File: src/rtl/tagged_accumulator_rr.sv
// Multi-flux tagged accumulator with a round-robin grant and a one-word output stage.
// Optional macro SATURATE_EN: port and accumulator additions clamp instead of wrapping.

module tagged_acc_lane #(
  parameter int PAYLOAD = 7,
  parameter int CNT_W   = 2,
  parameter int NUM_OP  = 4
) (
  input  logic               ck,
  input  logic               rst,
  input  logic               flush,
  input  logic               grant,
  input  logic [PAYLOAD-1:0] sum,
  output logic [PAYLOAD-1:0] acc_n,
  output logic               last
);
  logic [PAYLOAD-1:0] acc;
  logic [CNT_W-1:0]   cnt;

`ifdef SATURATE_EN
  logic [PAYLOAD:0] acc_w;
  assign acc_w = {1'b0, acc} + {1'b0, sum};
  assign acc_n = acc_w[PAYLOAD] ? '1 : acc_w[PAYLOAD-1:0];
`else
  assign acc_n = acc + sum;
`endif

  assign last = (cnt == CNT_W'(NUM_OP - 1));

  always_ff @(posedge ck or posedge rst) begin
    if (rst) begin
      acc <= '0;
      cnt <= '0;
    end else if (flush) begin
      acc <= '0;
      cnt <= '0;
    end else if (grant) begin
      if (last) begin
        acc <= '0;
        cnt <= '0;
      end else begin
        acc <= acc_n;
        cnt <= cnt + CNT_W'(1);
      end
    end
  end
endmodule

module tagged_accumulator_rr #(
  parameter int PORTS  = 2,
  parameter int FLUX   = 2,
  parameter int WIDTH  = 8,
  parameter int NUM_OP = 4
) (
  input  logic                   ck,
  input  logic                   rst,
  input  logic                   flush,
  input  logic [WIDTH*PORTS-1:0] in_data,
  input  logic [PORTS*FLUX-1:0]  in_empty,
  output logic [PORTS*FLUX-1:0]  in_read,
  input  logic                   out0_full,
  output logic                   out0_wr,
  output logic [WIDTH-1:0]       out0_data
);
  localparam int TAG_WIDTH = $clog2(FLUX);
  localparam int PAYLOAD   = WIDTH - TAG_WIDTH;
  localparam int CNT_W     = (NUM_OP > 1) ? $clog2(NUM_OP) : 1;

  logic [FLUX-1:0]              eligible, grantable, last, gnt_vec, rot;
  logic [FLUX-1:0][PAYLOAD-1:0] acc_n;
  logic [PAYLOAD-1:0]           sum;
  logic [TAG_WIDTH-1:0]         ptr, gnt_idx;
  logic                         any_gnt, slot_ok, pend_v;
  logic [WIDTH-1:0]             pend_data;
  logic [PORTS*TAG_WIDTH-1:0]   unused_tag_bits;

  assign out0_wr   = pend_v & ~out0_full;
  assign out0_data = pend_data;
  assign slot_ok   = ~pend_v | out0_wr;

  for (genvar f = 0; f < FLUX; f++) begin : g_flux
    assign eligible[f]  = ~|in_empty[f*PORTS +: PORTS];
    // A completing step needs the output slot; partial steps never do.
    assign grantable[f] = eligible[f] & (slot_ok | ~last[f]) & ~flush & ~rst;
    assign gnt_vec[f]   = any_gnt & (gnt_idx == TAG_WIDTH'(f));
    assign in_read[f*PORTS +: PORTS] = {PORTS{gnt_vec[f]}};
  end

  for (genvar p = 0; p < PORTS; p++) begin : g_tag
    assign unused_tag_bits[p*TAG_WIDTH +: TAG_WIDTH] = in_data[p*WIDTH+PAYLOAD +: TAG_WIDTH];
  end

`ifdef SATURATE_EN
  logic [PAYLOAD:0] sum_w;
  always_comb begin
    sum   = '0;
    sum_w = '0;
    for (int p = 0; p < PORTS; p++) begin
      sum_w = {1'b0, sum} + {1'b0, in_data[p*WIDTH +: PAYLOAD]};
      sum   = sum_w[PAYLOAD] ? '1 : sum_w[PAYLOAD-1:0];
    end
  end
`else
  always_comb begin
    sum = '0;
    for (int p = 0; p < PORTS; p++) sum = sum + in_data[p*WIDTH +: PAYLOAD];
  end
`endif

  // Rotate so bit 0 is the flux just after ptr; first set bit wins.
  assign rot = FLUX'({grantable, grantable} >> ({1'b0, ptr} + (TAG_WIDTH+1)'(1)));

  always_comb begin
    any_gnt = 1'b0;
    gnt_idx = '0;
    for (int j = 0; j < FLUX; j++) begin
      if (!any_gnt && rot[j]) begin
        any_gnt = 1'b1;
        gnt_idx = TAG_WIDTH'((int'(ptr) + 1 + j) % FLUX);
      end
    end
  end

  tagged_acc_lane #(.PAYLOAD(PAYLOAD), .CNT_W(CNT_W), .NUM_OP(NUM_OP)) u_lane [FLUX-1:0] (
    .ck    (ck),
    .rst   (rst),
    .flush (flush),
    .grant (gnt_vec),
    .sum   (sum),
    .acc_n (acc_n),
    .last  (last)
  );

  // A refill in the same cycle as a drain keeps pend_v set with the new word.
  always_ff @(posedge ck or posedge rst) begin
    if (rst) begin
      ptr       <= TAG_WIDTH'(FLUX - 1);
      pend_v    <= 1'b0;
      pend_data <= '0;
    end else begin
      if (out0_wr) pend_v <= 1'b0;
      if (any_gnt) begin
        ptr <= gnt_idx;
        if (last[gnt_idx]) begin
          pend_v    <= 1'b1;
          pend_data <= {gnt_idx, acc_n[gnt_idx]};
        end
      end
    end
  end
endmodule

File: config.mk
export PLATFORM = sky130hd
export DESIGN_NAME = tagged_accumulator_rr
export DESIGN_NICKNAME = d
export VERILOG_FILES = /design/src/rtl/tagged_accumulator_rr.sv
export SDC_FILE = /design/constraint.sdc
export NUM_CORES = 1
export LEC_CHECK = 0
export ABC_CLOCK_PERIOD_IN_PS = 2300
export CAP_MARGIN = 20
export CORE_AREA = 2 2 76 78
export DETAILED_ROUTE_END_ITERATION = 8
export DIE_AREA = 0 0 78 80
export PLACE_DENSITY = 0.62
export SLEW_MARGIN = 10
export SYNTH_ARGS = -nofsm -noshare
export SYNTH_HDL_FRONTEND = slang
export SYNTH_SLANG_ARGS = --single-unit
File: constraint.sdc
create_clock -name ck -period 2.3 [get_ports ck]
set_clock_uncertainty 0.15 [all_clocks]
set_input_delay 0.345 -clock ck [delete_from_list [all_inputs] [get_ports ck]]
set_output_delay 0.345 -clock ck [all_outputs]
set_load 0.02 [all_outputs]
======== Word level (Yosys, flattened, before mapping) ========
Cells that the tools add are included.
W data, S select, Z words.
word-level totals
  register bits ........................... 28
  bits in latches ......................... 0
  memory bits (writable) .................. 0
  memory bits (read-only) ................. 0
  bits of input ports ..................... 24
  output and inout bits ................... 13
  logic and storage cells ................. 70
  memories ................................ 0
cells by class
  $add $sub $neg .......................... 8
  $mul .................................... 0
  div/mod/pow operators ................... 0
  magnitude comparators ................... 1
  equal/unequal tests ..................... 2
  shift-type cells ........................ 1
  multiplexer cells ....................... 23
  bitwise logic cells ..................... 19
  reductions and logical operators ........ 9
operator list
  cell                   number
  $mux W7                8
  $add A7 B7 Y7          3
  $mux W2                6
  $and A1 B1 Y1          9
  $mux W1                9
  $not A1 Y1             7
  $add A2 B1 Y2 const B  2
  $eq A2 B2 Y1 const B   2
  $reduce_bool A2 Y1     2
  $reduce_or A2 Y1       2
  $shr A4 B2 Y2          1
  $logic_not A1 Y1       3
  $or A1 B1 Y1           3
  $add A1 B1 Y1 const B  2
  $add A1 B1 Y2 const B  1
  $lt A1 B2 Y1 const B   1
  $reduce_and A2 Y1      1
  $logic_and A1 B1 Y1    1

======== Logic depth before layout (Yosys ltp) ========
  depth after elaboration ................. 16
  depth in mapped cells ................... 13
  gate-level depth less buffers ........... 13

======== Cells and area by module ========
From an unflattened synthesis, not the netlist that was laid out.
unflattened totals
  cell total of the unflattened synthesis .. 246
  area total of the unflattened synthesis .. 2326.0 um^2
by module, submodules not included
  module                       times used  cells each  area an instance (um^2)
  tagged_accumulator_rr        1           88          863.3
  tagged_acc_lane (u_lane[0])  1           79          733.2
  tagged_acc_lane (u_lane[1])  1           79          729.4

======== Worst setup path after synthesis ========
Ideal clock, no wire load.
  path type ............................... input port to flip-flop
  start point ............................. in in_data[0]
  end point ............................... reg u_lane[1].acc[6]
  library setup time ...................... 0.078 ns
  arrival ................................. 2.939 ns
  path slack .............................. -0.867 ns
  cell stages on the path ................. 12
  buffers on the path ..................... 0
  cell sequence ........................... ha_1 -> fa_1 -> a21o_1 -> a21oi_1 -> xnor2_1 -> ha_1 -> o21ai_0 -> a2111o_1 -> o311ai_0 -> o21ai_0 -> a211o_1 -> a21oi_1
between the ends
  cells in the longest elaborated chain, start to end .. 5
ends and longest elaborated chain
  what                    RTL line  text
  start: declaration      58        input logic [WIDTH*PORTS-1:0] in_data,
  $add A7 B7 Y7           106       for (int p = 0; p < PORTS; p++) sum = sum + in_data[p*WIDTH +: PAYLOAD];
  $add A7 B7 Y7           25        assign acc_n = acc + sum;
  $mux W7                 38        if (last) begin
  $mux W7                 37        end else if (grant) begin
  $mux W7                 34        end else if (flush) begin
  end signal: assignment  42        acc <= acc_n;
  end: declaration        17        logic [PAYLOAD-1:0] acc;
No other way between the ends. The select of a mux whose other input is x is not followed.
A chain may end at the register's enable or synchronous reset.

======== Final worst setup path ========
Same ends and word-level chain as after synthesis.

==> results <==
cell usage after synthesis, drive strengths merged (4+ instances only):
cell type   n
buf         6
nand2b      6
inv        14
nor2       19
o21bai      4
a211oi      6
a21oi      18
a21o        6
ha         22
o21ai      10
dfrtp      27
nand2      19
a22o        7
nor3        6
xnor2       8
stage by stage:
stage | setup TNS [ns] | hold slack [ns] | instances | utilization [%] | setup slack [ns]
floorplan | -2.45 | 0.260 | 225 | - | -0.622
global placement | -19.62 | 0.314 | 374 | 54.8 | -1.20
detailed placement | -20.34 | 0.329 | 374 | 54.8 | -1.27
CTS | -2.87 | 0.197 | 386 | 61.8 | -0.594
global route | -4.75 | 0.235 | 391 | 64.1 | -0.650
finish | -3.08 | 0.181 | 391 | 64.1 | -0.543
cells by family (layout without fill, tap and decap cells):
kind of cell,count (synthesis),in the layout,synth area share (%)
AO/OA/AOI/OAI,68,68,22.8
AND/OR/NAND/NOR,67,67,15.8
flip-flops,28,28,33.7
adder cells (fa/ha/maj),25,25,16.1
buffers and inverters,23,117,5.53
XOR/XNOR,11,11,4.62
multiplexers,3,3,1.50
worst max-delay path, stage by stage:
cell	delay [ns]
buf_6	0.10
ha_4	0.15
fa_2	0.37
a21o_1	0.20
a21oi_4	0.20
xnor2_4	0.13
ha_2	0.21
a311oi_2	0.28
o311ai_2	0.16
or3_4	0.39
a211o_1	0.25
a21oi_1	0.11
routing by layer:
metal / routed length [µm] / up-vias
met4: 47 / 0
met2: 2930 / 31
li1: - / 1001
met5: 0 / -
met1: 2750 / 963
met3: 156 / 4
what timing repair did:
action | 4_1_cts | 5_1_grt
setup buffers | 8 | 5
gates resized for setup | 97 | 25
pin swaps | 36 | 28
setup endpoints to repair | 27 | 24
gates cloned | 0 | 0
power breakdown:
part	total (mW)	switching, mW	internal, mW
Combinational	0.724	0.340	0.383
Clock	0.389	0.156	0.233
Sequential	0.534	0.0198	0.514
final cells by class:
| cell class | instances | area (µm²) | share of cell area [%] |
|---|---|---|---|
| clock buffers | 3 | 41.3 | 1.19 |
| clock inverters | 1 | 30.0 | 0.867 |
| inverters | 15 | 61.3 | 1.77 |
| multi-input cells | 174 | 1690 | 48.7 |
| flip-flops and latches | 28 | 702 | 20.3 |
| well taps | 72 | 90.1 | 2.60 |
| repair buffers | 98 | 851 | 24.6 |
final timing paths:
path                                                   start                            to  slack, ns
worst min register to register      out0_data[2]$_DFFE_PP0P_      out0_data[2]$_DFFE_PP0P_       0.36
max in group asynchronous                                rst               ptr$_DFFE_PP1N_       1.52
worst max register to register  u_lane[1].acc[0]$_DFFE_PP0P_      out0_data[6]$_DFFE_PP0P_      -0.13
worst min-delay path                                     rst  u_lane[0].cnt[1]$_DFFE_PP0P_       0.18
min in group ck                                        flush  u_lane[1].acc[2]$_DFFE_PP0P_       0.29
worst max-delay path                              in_data[0]  u_lane[1].acc[6]$_DFFE_PP0P_      -0.54
registers in the layout (all words and copies together), names as in the netlist:
| register | flops |
|---|---|
| u_lane.acc | 14 |
| u_lane.cnt | 4 |
| out0_data | 8 |
| pend_v | 1 |
| ptr | 1 |
cells in the final DEF (no fill, tap or decap), types with 5 or more instances in the layout:
| cell | instances |
|---|---|
| a21o_1 | 6 |
| a21oi_1 | 8 |
| a21oi_2 | 7 |
| a22o_1 | 7 |
| buf_4 | 51 |
| buf_6 | 19 |
| clkdlybuf4s50_1 | 18 |
| dfrtp_1 | 27 |
| ha_1 | 12 |
| ha_4 | 8 |
| inv_1 | 14 |
| nand2_1 | 16 |
| nor2_1 | 18 |
| nor3_1 | 5 |
| xnor2_2 | 7 |
==> flow_metrics.py <==
metrics = {
    "status": {
        "outcome": "finished with violations",
        "violations": "setup timing",
    },
    "clocking": {
        "ctsLongestPathBuffers": 2,
        "clk_pin_slew_worst_paths_ns": 0.10,
        "cts_tree": "built",
        "htreeDepth": 1,
        "clk-insertion-delay-late_ns": 0.28,
        "hold_buffers": 0,
        "clock-sinks": 28,
        "numCtsBuffers": 3,
        "root_buffer": "clkbuf_8",
    },
    "synth": {
        "synth_flop_cell": "dfrtp_1",
        "async_flop_share_pct": 100,
        "ys_seq_area_share_pct": 33.7,
        "synth_area_leader_cell": "dfrtp_1",
        "synth_fp_nets": 274,
        "ys_top_cells_by_area": "dfrtp_1, ha_1, a21oi_1",
        "syn_area_mm2": 0.00208,
        "syn_area_per_cell_um2": 9.26,
        "synth_cells": 225,
        "synth_edf_count": 0,
        "synth_top_area_share_pct": 32.4,
        "ys_types": 51,
        "synth_seq_cells": 28,
        "yosysWarnings": 0,
    },
    "sta": {
        "setup_viol": 13,
        "tightest_slew_ns": 0.632,
        "fmax_mhz": 352,
        "finalHoldViolations": 0,
        "rsz0062_at_grt": "yes",
        "slew_headroom_pct": 57.7,
        "period_needed_ns": 2.84,
        "setup_ws_ns": -0.543,
        "fin_crit_sh_pct": 124,
        "finalMaxSlewViolations": 0,
    },
    "power_and_ir_drop": {
        "cellPowerDensity_mw_per_mm2": 475,
        "vdd_drop_max_uv": 330,
        "power_leakage_nw": 1.62,
        "finalPower_mw": 1.65,
    },
    "floorplanning": {
        "core_area_mm2": 0.00541,
        "ioPinCount": 37,
        "rows": 27,
        "die_w_um": 78,
        "initial_core_util_pct": 38.5,
        "die_h_um": 80,
        "dieArea_mm2": 0.00624,
    },
    "finish": {
        "area_delta_synth_final_pct": 66.2,
        "final_area_mm2": 0.00346,
        "drive_gt1_share_pct": 44.5,
        "finalNetCount": 369,
        "diodes": 0,
        "nFillCells": 447,
    },
    "worst_setup_path": {
        "startpoint_type": "input port",
        "worstSetupPathType": "input port to flop",
        "crit_fanout": 4,
        "worst_setup_path_end_kind": "flop",
        "r2r_cells": 9,
        "arrival_ns": 2.90,
        "cp_data_required_time_ns": 2.35,
    },
    "drt": {
        "drtIter0Drc": 75,
        "drt-pass1-iter-count": 4,
        "drt-total-wl_mm": 5.88,
        "drc": 0,
        "vias": 1999,
        "via_per_inst": 5.11,
        "post_drt_wl_per_cell_um": 15.0,
        "antenna_left": 0,
    },
    "global_routing": {
        "grt_antenna_before_repair": 0,
        "met3_usage_pct": 2.83,
        "track_usage_pct": 20.4,
        "grt-busiest-layer": "met2",
        "gr-total-overflow": 0,
        "grt_pass1_vias": 2117,
        "grt_max_degree": 29,
        "met2_usage_pct": 36.0,
        "grt_pass1_wl_mm": 10.0,
        "grt_use_met1_pct": 26.8,
    },
    "placed_design": {
        "place_area_mm2": 0.00296,
        "port_buffers": 34,
        "gp_congestion": 0.833,
        "place_hpwl_mm": 4.26,
    },
    "flow_run": {
        "drv_cap": 0,
    },
    "worst_hold_path": {
        "hold_class": "input port to asynchronous set/reset pin",
    },
}
No activity file was read; power rests on OpenSTA's default activity.
